**config.mk**
```make
export PLATFORM = sky130hd
export DESIGN_NAME = prm_edge_chk_sched
export DESIGN_NICKNAME = d
export VERILOG_FILES = /design/src/rtl/prm_edge_chk_sched.sv
export SDC_FILE = /design/constraint.sdc
export NUM_CORES = 1
export LEC_CHECK = 0
export ABC_CLOCK_PERIOD_IN_PS = 2100
export BUFFER_PORTS_ARGS = -buffer_cell sky130_fd_sc_hd__buf_2
export CAP_MARGIN = 20
export CORE_MARGIN = 2
export CORE_UTILIZATION = 30
export DETAILED_ROUTE_END_ITERATION = 12
export PLACE_DENSITY = 0.6
export RECOVER_POWER = 100
export SLEW_MARGIN = 5
export SYNTH_ARGS = -nofsm -noshare
export SYNTH_HDL_FRONTEND = slang
export SYNTH_SLANG_ARGS = --single-unit
```
**constraint.sdc**
```tcl
create_clock -name clk_i -period 2.1 [get_ports clk_i]
set_input_delay 0.315 -clock clk_i [delete_from_list [all_inputs] [get_ports clk_i]]
set_output_delay 0.315 -clock clk_i [all_outputs]
set_load 0.03 [all_outputs]
```
**src/rtl/prm_edge_chk_sched.sv**
```systemverilog
// Sweeps the PRM edge-checker bank one group of NCHK edges per cycle against a snapshot
// occupancy vector and streams blocked-edge bitmaps. Optional blocked-edge count: PRM_BLOCK_CNT_EN.
module prm_edge_chk_sched #(
  parameter int NUM_EDGES = 1000,
  parameter int NCHK      = 32,
  localparam int NUM_GRP  = (NUM_EDGES + NCHK - 1) / NCHK,
  localparam int GRP_W    = (NUM_GRP > 1) ? $clog2(NUM_GRP) : 1,
  localparam int CNT_W    = $clog2(NUM_EDGES + 1)
) (
  input  logic             clk_i,
  input  logic             rst_i,
  input  logic             start_i,
  input  logic             abort_i,
  input  logic [14:0]      occ_vec_i,
  output logic [14:0]      chk_occ_o,
  output logic [GRP_W-1:0] chk_grp_o,
  input  logic [NCHK-1:0]  chk_mask_i,
  output logic             res_valid_o,
  input  logic             res_ready_i,
  output logic [NCHK-1:0]  res_data_o,
  output logic [GRP_W-1:0] res_grp_o,
  output logic             busy_o,
  output logic             done_o,
  output logic [CNT_W-1:0] blk_cnt_o,
  output logic [1:0]       dbg_state_o
);

  typedef enum logic [1:0] {S_IDLE = 2'd0, S_SCAN = 2'd1, S_DRAIN = 2'd2} state_t;

  localparam int LAST_LANES = NUM_EDGES - (NUM_GRP - 1) * NCHK;
  localparam logic [NCHK-1:0] LAST_MASK = {NCHK{1'b1}} >> (NCHK - LAST_LANES);

  state_t             state_q, state_d;
  logic [14:0]        occ_q, occ_d;
  logic [GRP_W-1:0]   grp_q, grp_d;
  logic               res_valid_q, res_valid_d;
  logic [NCHK-1:0]    res_data_q, res_data_d;
  logic [GRP_W-1:0]   res_grp_q, res_grp_d;
  logic               busy_q, busy_d;
  logic               done_q, done_d;
  logic               capture;
  logic               last_grp;
  logic [NCHK-1:0]    lane_mask;

  // Result channel: a word transfers on a cycle where res_valid_o & res_ready_i; once valid is
  // raised, res_data_o/res_grp_o hold unchanged until that transfer completes.
  assign capture   = !res_valid_q || res_ready_i;
  assign last_grp  = (grp_q == GRP_W'(NUM_GRP - 1));
  assign lane_mask = last_grp ? LAST_MASK : {NCHK{1'b1}};

  always_ff @(posedge clk_i) begin
    if (rst_i) state_q <= S_IDLE;
    else       state_q <= state_d;
  end

  always_comb begin
    state_d = state_q;
    case (state_q)
      S_IDLE:  if (start_i) state_d = S_SCAN;
      S_SCAN:  if (capture && last_grp) state_d = S_DRAIN;
      S_DRAIN: if (res_ready_i) state_d = S_IDLE;
      default: state_d = S_IDLE;
    endcase
    if (abort_i) state_d = S_IDLE;
  end

  always_comb begin
    occ_d       = occ_q;
    grp_d       = grp_q;
    res_valid_d = res_valid_q;
    res_data_d  = res_data_q;
    res_grp_d   = res_grp_q;
    busy_d      = busy_q;
    done_d      = 1'b0;
    if (abort_i) begin
      res_valid_d = 1'b0;
      busy_d      = 1'b0;
    end else begin
      case (state_q)
        S_IDLE: if (start_i) begin
          occ_d  = occ_vec_i;
          grp_d  = '0;
          busy_d = 1'b1;
        end
        S_SCAN: if (capture) begin
          res_data_d  = chk_mask_i & lane_mask;
          res_grp_d   = grp_q;
          res_valid_d = 1'b1;
          if (!last_grp) grp_d = grp_q + GRP_W'(1);
        end
        S_DRAIN: if (res_ready_i) begin
          res_valid_d = 1'b0;
          done_d      = 1'b1;
          busy_d      = 1'b0;
        end
        default: ;
      endcase
    end
  end

  always_ff @(posedge clk_i) begin
    if (rst_i) begin
      occ_q       <= '0;
      grp_q       <= '0;
      res_valid_q <= 1'b0;
      res_data_q  <= '0;
      res_grp_q   <= '0;
      busy_q      <= 1'b0;
      done_q      <= 1'b0;
    end else begin
      occ_q       <= occ_d;
      grp_q       <= grp_d;
      res_valid_q <= res_valid_d;
      res_data_q  <= res_data_d;
      res_grp_q   <= res_grp_d;
      busy_q      <= busy_d;
      done_q      <= done_d;
    end
  end

`ifdef PRM_BLOCK_CNT_EN
  logic [CNT_W-1:0] blk_cnt_q, blk_cnt_d;

  function automatic logic [CNT_W-1:0] popcount(input logic [NCHK-1:0] v);
    logic [CNT_W-1:0] n;
    n = '0;
    for (int i = 0; i < NCHK; i++) n = n + CNT_W'(v[i]);
    return n;
  endfunction

  always_comb begin
    blk_cnt_d = blk_cnt_q;
    if (!abort_i && state_q == S_IDLE && start_i)
      blk_cnt_d = '0;
    else if (!abort_i && state_q == S_SCAN && capture)
      blk_cnt_d = blk_cnt_q + popcount(res_data_d);
  end

  always_ff @(posedge clk_i) begin
    if (rst_i) blk_cnt_q <= '0;
    else       blk_cnt_q <= blk_cnt_d;
  end

  assign blk_cnt_o = blk_cnt_q;
`else
  assign blk_cnt_o = '0;
`endif

  assign chk_occ_o   = occ_q;
  assign chk_grp_o   = grp_q;
  assign res_valid_o = res_valid_q;
  assign res_data_o  = res_data_q;
  assign res_grp_o   = res_grp_q;
  assign busy_o      = busy_q;
  assign done_o      = done_q;
  assign dbg_state_o = state_q;

endmodule

```
Yosys cells after proc, flatten, opt, wreduce, memory -nomap -nowiden

Cells that the tools add are included.

Register bits after elaboration: 62
Output and inout port bits: 72
Input port bits: 52
Word-level logic and storage cells: 50

Muxes and demuxes: 15
Bitwise gates (word level): 3
$add $sub $neg: 1
Reductions and logical operators: 15
Eq/ne operators: 8

Operators by type and width:

| operator                                       | count |
|---|---|
| AND 32 bit                                     | 1 |
| 2-to-1 mux 32 bit                              | 1 |
| 2-to-1 mux 5 bit                               | 3 |
| AND reduction 3 bit                            | 5 |
| != test 2 bit (second input constant)          | 5 |
| case mux 5 bit (2 select lines)                | 1 |
| 2-to-1 mux 2 bit                               | 3 |
| case mux 2 bit (3 select lines)                | 1 |
| nonzero test 2 bit                             | 3 |
| adder 5 x 1 -> 5 bit (second input constant)   | 1 |
| == test 5 bit (second input constant)          | 1 |
| AND reduction 5 bit                            | 1 |
| 2-to-1 mux 1 bit                               | 4 |
| case mux 1 bit (2 select lines)                | 2 |
| OR reduction 3 bit                             | 1 |
| == test 2 x 1 -> 1 bit (second input constant) | 1 |
| == test 2 bit (second input constant)          | 1 |
| zero test 2 bit                                | 1 |
| NOT 1 bit                                      | 2 |
| OR reduction 2 bit                             | 1 |
| logical AND 1 bit                              | 1 |
| zero test 1 bit                                | 1 |
| logical OR 1 bit                               | 1 |

Depth between registers and ports, before layout

Depth after elaboration: 5
Gate-level depth with buffers: 7
Depth with buffers taken out: 7

Worst setup path before layout

Ideal clock, no wire load.

Path type: register -> register
Start point: reg grp_q[0] (netlist: chk_grp_o[0])
End point: reg grp_q[3] (netlist: chk_grp_o[3])
Data arrival time: 1.861 ns
Data required time: 2.026 ns
Period minus slack after synthesis: 1.935 ns
Library setup time: 0.074 ns
Path buffers: 0
Path slack: 0.165 ns
Stages on the path, launching flop included: 8
Cells stage by stage: dfxtp_1 ha_1 and3_1 ha_1 clkinv_1 nand3_1 or4_1 a31oi_1

Longest elaborated chain between the ends: 4
Elaborated cells on any way between the ends: 7
Classes of those cells: add/sub (1); eq/ne (2); mux (3); reduce/logical (1)

RTL lines:

| what                            | RTL line | source |
|---|---|---|
| from (decl)                     | 35       | `logic [GRP_W-1:0] grp_q, grp_d;` |
| from (signal assigned)          | 112      | `grp_q <= grp_d;` |
| adder 5 x 1 -> 5 bit            | 89       | `if (!last_grp) grp_d = grp_q + GRP_W'(1);` |
| 2-to-1 mux 5 bit                | 89       |  |
| 2-to-1 mux 5 bit                | 85       | `S_SCAN: if (capture) begin` |
| case mux 5 bit (2 select lines) | 79       | `case (state_q)` |

Several ways; a longest one is shown, not always the timed one. The select of a mux whose other input is x is not followed.
A chain may end at the register's enable or synchronous reset.

Worst setup path after layout

Start point: reg grp_q[1] (netlist: chk_grp_o[1])
End point: reg grp_q[0] (netlist: chk_grp_o[0])

Longest elaborated chain between the ends: 3

RTL lines:

| what                                 | RTL line | source |
|---|---|---|
| == test 5 bit                        | 48       | `assign last_grp = (grp_q == GRP_W'(NUM_GRP - 1));` |
| != test 2 bit (no source line)       | n/a      |  |
| AND reduction 5 bit (no source line) | n/a      |  |

No other way between the ends.

==> out/qor.json <==
{
  "result_of_the_run": "finished clean",
  "die_y_extent_um": 96.2,
  "clk_path_buf_depth": 2,
  "final_common_cell": "sky130_fd_sc_hd__nand2_1",
  "avgRoutedWirePerCell_um": 12.2,
  "max-cap-violations": 0,
  "maxSlewViolCount": 0,
  "antennaDiodeCount": 0,
  "netlist.top_cell.by_area": "sky130_fd_sc_hd__dfxtp_1",
  "grt_start_max_net_pins": 38,
  "max-vdd-ir-drop_uv": 312,
  "start_util": 0.311,
  "critPathCaptureType": "flop",
  "finalWorstPathRequiredPeriod_ns": 1.88,
  "tritoncts_clock_tree": "done",
  "cts_num_sinks": 62,
  "post_cts_resize_count": 0,
  "r2r_cells": 8,
  "fmaxAchievable_mhz": 531,
  "synthDominantCellAreaShare": 0.486,
  "dp_hpwl_mm": 4.52,
  "r2r_setup_slack_ns": 0.22,
  "core.rowCount": 33,
  "nNetsFinal": 472,
  "post_synth_num_cell_types": 36,
  "criticalPathCategory": "flop to flop",
  "post-cts-setup-buffers": 0,
  "yosysWarningCount": 0,
  "layout_common_cells": "sky130_fd_sc_hd__nand2_1 (80), sky130_fd_sc_hd__clkbuf_1 (64), sky130_fd_sc_hd__dfxtp_1 (62)",
  "syn_avg_cell_area_um2": 8.37,
  "power_density_nw_per_um2": 739,
  "drtAntennaViolNets": 0,
  "unrepaired_setup_endpoints_after_global_routing": "false",
  "timing.hold.worst.start": "occ_vec_i[2]",
  "timing.critical_path.required_ns": 2.35,
  "sequential_to_total_area_share_from_yosys_stat": 0.486,
  "worst_setup_path_startpoint": "chk_grp_o[1]",
  "cts.clk_slew.worst_paths_ns": 0.07,
  "synth.cell_area_um2": 2550,
  "io-pin-count": 124,
  "via_per_inst": 4.57,
  "synth.ff_latch_count": 62,
  "drt_first_iter_violations": 76,
  "groute.usage.overall": 0.143,
  "post_cts_hold_buffer_count": 0,
  "holdPathEnd": "chk_occ_o[2]",
  "flow.area_growth_from_synthesis_pct": 25.5,
  "r2r_start": "chk_grp_o[1]",
  "worstPathArrival_ns": 2.13,
  "drt_pass1_iterations": 4,
  "p_leak_nw": 1.19,
  "htree_num_levels": 3,
  "numCtsBuffers": 9,
  "n_fill_cell": 855,
  "max_slew_margin": 0.501,
  "hp-class": "input port to flop",
  "horizontal_die_dimension_um": 96.2,
  "drc_violation_count_after_routing": 0,
  "worst-slew-pin-transition_ns": 0.748,
  "placeable_core_region_um2": 8220,
  "grt_antenna_before_repair": 0,
  "setup_viol_count_final": 0,
  "routed_wl_mm": 6.41,
  "report.power.total_mw": 2.37,
  "grt.overflow.total": 0,
  "hold_viol_final": 0,
  "layout-drive-gt1-share": 0.221,
  "fin_crit_sh": 0.896,
  "first_pass_grt_wire_length_mm": 10.1,
  "portBuffers": 113,
  "die_area_um2": 9260,
  "clockRootBuffer": "sky130_fd_sc_hd__clkbuf_8",
  "worstSkewPairLatency_ns": 0.33,
  "setup.worst_path.start_class": "flop",
  "crit_path_max_fanout": 8,
  "hold_depth": 3,
  "tns_ns": 0,
  "vias": 2402,
  "cells_taking_the_most_area_after_synthesis": "sky130_fd_sc_hd__dfxtp_1 (49%), sky130_fd_sc_hd__nand2_1 (12%), sky130_fd_sc_hd__a21oi_1 (9.6%)",
  "regToRegEndpoint": "chk_grp_o[0]",
  "synthesis.instances": 305,
  "grt_pass1_vias": 2190,
  "fin_skew_ns": 0.00649,
  "place_congestion": 0.742
}
==> worst max-delay path, cell delays in order, from the launching register on <==
cell and delay [ns]:
sky130_fd_sc_hd__dfxtp_1 0.39, sky130_fd_sc_hd__ha_1 0.21, sky130_fd_sc_hd__and3_1 0.18, sky130_fd_sc_hd__ha_1 0.24, sky130_fd_sc_hd__clkinv_1 0.11, sky130_fd_sc_hd__buf_4 0.17
sky130_fd_sc_hd__a21oi_1 0.21, sky130_fd_sc_hd__nor2_1 0.07, sky130_fd_sc_hd__a211oi_1 0.22
==> metal layers <==
| layer | vias up | global-route usage | wire, µm |
|---|---|---|---|
| met5 | - | 0 | 0 |
| met4 | 0 | 0.0452 | 68 |
| met3 | 6 | 0.0720 | 641 |
| met2 | 104 | 0.231 | 2920 |
| met1 | 1069 | 0.163 | 2780 |
| li1 | 1223 | - | - |
==> power by group <==
group	total, mW	internal (mW)	leakage (nW)	switching (mW)
Combinational	0.272	0.0820	0.606	0.190
Sequential	1.23	1.21	0.503	0.0188
Clock	0.868	0.444	0.0821	0.424
==> synthesized netlist by cell type <==
| cell | n |
|---|---|
| sky130_fd_sc_hd__nand2_1 | 80 |
| sky130_fd_sc_hd__dfxtp_1 | 62 |
| sky130_fd_sc_hd__a21oi_1 | 49 |
| sky130_fd_sc_hd__nand3_1 | 26 |
| sky130_fd_sc_hd__buf_4 | 11 |
| sky130_fd_sc_hd__buf_6 | 9 |
| sky130_fd_sc_hd__clkbuf_1 | 8 |
| sky130_fd_sc_hd__a21oi_2 | 7 |
| sky130_fd_sc_hd__nand2_2 | 6 |
| sky130_fd_sc_hd__o21ai_0 | 5 |
| sky130_fd_sc_hd__a31oi_1 | 4 |
| sky130_fd_sc_hd__buf_2 | 4 |
| sky130_fd_sc_hd__nor2_1 | 3 |
| sky130_fd_sc_hd__nor2b_1 | 3 |
| sky130_fd_sc_hd__nor3_1 | 3 |
| sky130_fd_sc_hd__a211oi_1 | 2 |
| sky130_fd_sc_hd__and3_1 | 2 |
| sky130_fd_sc_hd__ha_1 | 2 |
| sky130_fd_sc_hd__inv_1 | 2 |
| sky130_fd_sc_hd__a2111oi_0 | 1 |
| sky130_fd_sc_hd__and2_1 | 1 |
| sky130_fd_sc_hd__clkinv_1 | 1 |
| sky130_fd_sc_hd__conb_1 | 1 |
| sky130_fd_sc_hd__nand2b_4 | 1 |
| sky130_fd_sc_hd__nand3_2 | 1 |
| sky130_fd_sc_hd__nand3b_1 | 1 |
| sky130_fd_sc_hd__nor2_4 | 1 |
| sky130_fd_sc_hd__nor2b_2 | 1 |
| sky130_fd_sc_hd__nor3_4 | 1 |
| sky130_fd_sc_hd__nor3b_1 | 1 |
| sky130_fd_sc_hd__nor4_2 | 1 |
| sky130_fd_sc_hd__o21ai_2 | 1 |
| sky130_fd_sc_hd__o21bai_1 | 1 |
| sky130_fd_sc_hd__or2b_1 | 1 |
| sky130_fd_sc_hd__or3_1 | 1 |
| sky130_fd_sc_hd__or4_1 | 1 |
==> flip-flops by register name, summed over array words and instances, names as in the netlist <==
register,cells
busy_o,1
chk_grp_o,5
chk_occ_o,15
res_data_o,32
res_grp_o,5
dbg_state_o,2
res_valid_o,1
done_o,1
==> cells by family after synthesis <==
kind of cell,after synthesis,share of synthesized area
flops,62,0.486
buf+inv,35,0.0961
fa+ha+maj,2,0.00980
compound gates,70,0.155
simple gates,135,0.251
other cells,1,0.00147
==> cell type report <==
| type | count | area (µm²) | area share |
|---|---|---|---|
| repair buffers | 125 | 578 | 0.180 |
| flip-flops and latches | 62 | 1240 | 0.387 |
| well taps | 105 | 131 | 0.0410 |
| multi-input cells | 217 | 1090 | 0.339 |
| inverters | 3 | 11.3 | 0.00351 |
| clock buffers | 12 | 145 | 0.0453 |
| clock inverters | 2 | 10.0 | 0.00312 |
==> metrics by stage <==
stage	hold slack [ns]	worst slack, ns	instances	util	instance area, µm²
after detailed placement	0.441	0.296	512	0.382	3140
after CTS	0.192	0.237	526	0.401	3290
final	0.217	0.218	526	0.390	3200
after floorplan	0.451	0.165	314	-	2590
after global placement	0.435	0.355	512	0.382	3140
after global routing	0.201	0.0770	526	0.390	3200
==> worst max-delay path by stage <==
stage / end / slack [ns] / cells past startpoint
floorplan: chk_grp_o[3] / 0.16 / 7
global route: chk_grp_o[0] / 0.08 / 8
global placement: chk_grp_o[0] / 0.35 / 8
finish: chk_grp_o[0] / 0.22 / 8
detailed placement: chk_grp_o[0] / 0.30 / 8
CTS: chk_grp_o[0] / 0.24 / 8
Note: power is estimated with default switching activity, not from simulation.
